[src/rtl/col_framer.sv]
// col_framer: assembles a qualified serial stream into 3-bit MSB-first columns,
// marking the first column of each frame and flagging frames with too many columns.
module col_framer #(
  parameter int MAX_COLS = 8,
  parameter int CNT_W    = 4
) (
  input  logic             clk,
  input  logic             reset,
  input  logic             sin,
  input  logic             sin_valid,
  input  logic             sync,
  output logic [2:0]       bits,
  output logic             bits_valid,
  output logic             restart,
  output logic [CNT_W-1:0] col_count,
  output logic             overrun
);
  typedef enum logic {IDLE, COLLECT} state_t;
  localparam logic [CNT_W-1:0] SAT = CNT_W'(MAX_COLS + 1);
  state_t           state, state_n;
  logic [1:0]       idx, idx_n;
  logic [1:0]       sh, sh_n;
  logic             first, first_n;
  logic [2:0]       bits_n;
  logic             bv_n, rs_n, ov_n;
  logic [CNT_W-1:0] cnt_n, cnt_inc;
  always_ff @(posedge clk) begin
    if (reset) begin
      state      <= IDLE;
      idx        <= 2'd0;
      sh         <= 2'd0;
      first      <= 1'b0;
      bits       <= 3'd0;
      bits_valid <= 1'b0;
      restart    <= 1'b0;
      col_count  <= '0;
      overrun    <= 1'b0;
    end else begin
      state      <= state_n;
      idx        <= idx_n;
      sh         <= sh_n;
      first      <= first_n;
      bits       <= bits_n;
      bits_valid <= bv_n;
      restart    <= rs_n;
      col_count  <= cnt_n;
      overrun    <= ov_n;
    end
  end
  // sh holds the first two bits of the column; the third comes straight from sin
  always_comb begin
    state_n = state;
    idx_n   = idx;
    sh_n    = sh;
    first_n = first;
    bits_n  = bits;
    bv_n    = 1'b0;
    rs_n    = 1'b0;
    cnt_n   = col_count;
    ov_n    = overrun;
    cnt_inc = (col_count == SAT) ? SAT : col_count + 1'b1;
    if (sin_valid && sync) begin
      state_n = COLLECT;
      sh_n    = {sin, 1'b0};
      idx_n   = 2'd1;
      first_n = 1'b1;
      cnt_n   = '0;
      ov_n    = 1'b0;
    end else if (sin_valid && state == COLLECT) begin
      if (idx == 2'd2) begin
        bits_n  = {sh, sin};
        bv_n    = 1'b1;
        rs_n    = first;
        first_n = 1'b0;
        cnt_n   = cnt_inc;
        ov_n    = overrun | (cnt_inc == SAT);
        idx_n   = 2'd0;
      end else begin
        sh_n  = (idx == 2'd0) ? {sin, sh[0]} : {sh[1], sin};
        idx_n = idx + 2'd1;
      end
    end
  end
endmodule
[config.mk]
export PLATFORM = sky130hd
export DESIGN_NAME = col_framer
export DESIGN_NICKNAME = d
export VERILOG_FILES = /design/src/rtl/col_framer.sv
export SDC_FILE = /design/constraint.sdc
export NUM_CORES = 1
export LEC_CHECK = 0
export CAP_MARGIN = 30
export CORE_MARGIN = 10
export CORE_UTILIZATION = 50
export DETAILED_ROUTE_END_ITERATION = 16
export PLACE_DENSITY_LB_ADDON = 0.15
export SLEW_MARGIN = 20
export SYNTH_ARGS = -nofsm -noshare
export SYNTH_HDL_FRONTEND = slang
export SYNTH_SLANG_ARGS = --single-unit
[constraint.sdc]
create_clock -name clk -period 1.9 [get_ports clk]
set_input_delay 0.38 -clock clk [delete_from_list [all_inputs] [get_ports clk]]
set_output_delay 0.38 -clock clk [all_outputs]
set_load 0.03 [all_outputs]
==> run_results.csv <==
group,metric,value,unit
outcome,outcome,"finished, final reports clean",
clock_network,post_cts_resized,0,
floorplan,die_w,56.2,um
clock_network,post-cts-setup-buffer-count,0,
setup_path,slowest_stage,"clkdlybuf4s50_1",
floorplan,rows,12,
layout,final_area,843,sq um
sta,whs,0.470,ns
placed_design,placed_cell_area,807,sq um
clock_network,cts_max_path_buffers,2,
synthesis,syn-cell-area,654,sq um
layout,nets,94,
floorplan,dieHeight,56.2,um
setup_path,start_kind,"flop",
placed_design,hpwl,1050,um
sta,report.final.slew_viol_count,0,
setup_path,worst_path_largest_cell_delay,0.71,ns
clock_network,clockRootBuffer,"clkbuf_4",
layout,syn_to_final_growth,28.9,%
route,ant_nets,0,
pwr,power.density,730,mW/mm^2
global_route,grt_max_degree,11,
synthesis,synth.top_cells.by_area,"dfxtp_1, a21oi_1, o21ai_0",
layout,fill_cells,97,
route,dr.pass1.iters,5,
layout,postLayoutCoreUtil,72.0,%
placed_design,pre_cts_slack,0.134,ns
floorplan,die-area,0.00316,sq mm
route,drtIter0Drc,7,
setup_path,worst_ep_required_time,1.52,ns
synthesis,synth_top_area_share,48.9,%
route,drcViolationCount,0,
sta,grt_setup_unrepaired,"false",
floorplan,start_util,55.9,%
synthesis,ys.warnings.count,0,
route,totalWireLength,1430,um
global_route,use_met1,10.6,%
global_route,grt.overflow.total,0,
global_route,top_usage_layer,"met2",
layout,drive_gt1_share,9.09,%
sta,finalSetupTns,0,ns
floorplan,core,0.00117,sq mm
layout,n_antenna_cell,0,
clock_network,htree_num_levels,1,
sta,tightest_slew,0.334,ns
global_route,gr-usage-met2,13.9,%
synthesis,synth_area_leader_cell,"dfxtp_1",
route,via_count,565,
pwr,p_leak,0.314,nW
synthesis,synth_cell_type_count,24,
global_route,grt_pass1_wl,2430,um
floorplan,ios,15,
clock_network,clk_latency,0.29,ns
global_route,grt_pass1_vias,524,
setup_path,end_kind,"output port",
worst_hold_path,hp-class,"flop to flop",
sta,maxSlewHeadroom,77.7,%
sta,min_period,1.81,ns
sta,finClkSkew,0.00158,ns
setup_path,critPathMaxFanout,6,
setup_path,timing.critical_path.buf_inv,1,
pwr,ir_drop,0.453,mV
synthesis,synth-seq-cells,16,
route,wl_per_cell,14.0,um
clock_network,clk_pin_slew,0.10,ns
synthesis,syn_inst,71,
clock_network,cts_num_sinks,16,
clock_network,cts_tree,"yes",
global_route,grt_use_total,9.38,%
synthesis,synth_nets,76,
placed_design,io_buffers,14,
setup_path,path_cells,"clkdlybuf4s50_1",
setup_path,cp_top_family,"buffers and inverters",
global_route,antenna_found_initial,0,
global_route,grt_use_met3,4.78,%
setup_path,cp.arrival,1.43,ns
run,maxCapViolCount,0,
setup_path,worst-setup-path-type,"flop to output port",
sta,finalSetupViolCount,0,
route,vias_per_cell,5.54,
synthesis,ys_seq_area_share,48.9,%
clock_network,cts_buffers,3,
sta,period_share,95.3,%
sta,timing.fmax,0.552,GHz
placed_design,gp_congestion,0.727,
sta,finalWorstSetupSlack,0.0888,ns
clock_network,postCtsHoldBufs,0,
synthesis,syn-mean-instance-area,9.22,sq um
sta,hold_viol_final,0,
[stage by stage]
| step | cells | total power, mW |
|---|---|---|
| finish | 102 | 0.615 |
| global placement | 98 | 0.392 |
| floorplan | 71 | 0.379 |
| CTS | 102 | 0.617 |
| detailed placement | 98 | 0.392 |
| global route | 102 | 0.632 |
[where the power goes]
group	total [mW]	internal [mW]	switching, mW
sequential	0.349	0.342	0.00713
clock	0.231	0.117	0.114
combinational	0.0357	0.0178	0.0179
total	0.615	0.476	0.139
[worst reg2reg max path, delay by kind of cell, from the launching register on]
kind | cells | cell delay (ns)
compound gates | 1 | 0.14
simple gates | 2 | 0.54
flops | 1 | 0.46
[final cells by class]
cell class	instances	area, sq um	area share [%]
sequential	16	320	38.0
multi-input combinational	50	307	36.4
timing repair buffer	16	155	18.4
clock buffer	4	36.3	4.30
tap	14	17.5	2.08
inverter	2	7.51	0.890
[state kept, by name, indices dropped and copies added, names as in the netlist]
register	count
restart	1
overrun	1
col_count	4
bits	3
bits_valid	1
first	1
idx	2
state	1
sh	2
[cell usage after synthesis]
cell type and number:
nand2b_1 4, o21ai_0 8, inv_1 2, mux2i_1 2, a21o_1 1, nor2b_1 2, nand3_1 2, nand4b_4 1
or3_1 2, dfxtp_1 16, a31oi_1 1, or3b_2 1, o2111ai_1 1, o31a_1 1, nand2_1 6, o21a_1 1
nand3b_1 1, a21oi_1 9, buf_2 1, and3_1 1, nor2_1 4, and4b_1 1, nand4b_1 1, buf_4 2
[path summary, 6_finish.rpt]
kind	startpoint	to	slack, ns	cells past startpoint
max	col_count[2]$_SDFFE_PP0N_	col_count[2]	0.09	1
min	first$_SDFFE_PP0P_	first$_SDFFE_PP0P_	0.47	2
max reg2reg	state$_SDFFE_PP0P_	col_count[2]$_SDFFE_PP0N_	0.70	3
min reg2reg	first$_SDFFE_PP0P_	first$_SDFFE_PP0P_	0.47	2
[routing by layer]
metal  up-vias  wire (um)
met1       260        633
met4         0         38
met3         5        110
li1        285          -
met2        15        647
met5         -          0
[layout by cell type (no fill, tap or decap)]
master and instances:
or3_1 2, nand2b_1 4, o2111ai_1 1, mux2i_1 2, nor2_1 4, dfxtp_1 16
and4b_1 1, o21ai_0 8, nand2_1 6, clkdlybuf4s50_1 14, clkbuf_8 1, a21oi_1 9
a21o_1 1, o21a_1 1, buf_4 2, nand4b_4 1, a31oi_1 1, nand3b_1 1
and3_1 1, clkbuf_4 3, nand4b_1 1, nor2b_1 2, nand3_1 2, o31a_1 1
or3b_2 1, inv_1 2
[logic make-up (layout without fill, tap and decap cells)]
| kind of cell | Yosys count | count (layout) | synth area share (%) |
|---|---|---|---|
| AOI/OAI and AO/OA | 22 | 22 | 18.9 |
| DFF | 16 | 16 | 48.9 |
| buffers and inverters | 5 | 22 | 4.21 |
| muxes | 2 | 2 | 3.06 |
| and+or+nand+nor | 26 | 26 | 24.9 |
Power figures use the tool's default switching activity.
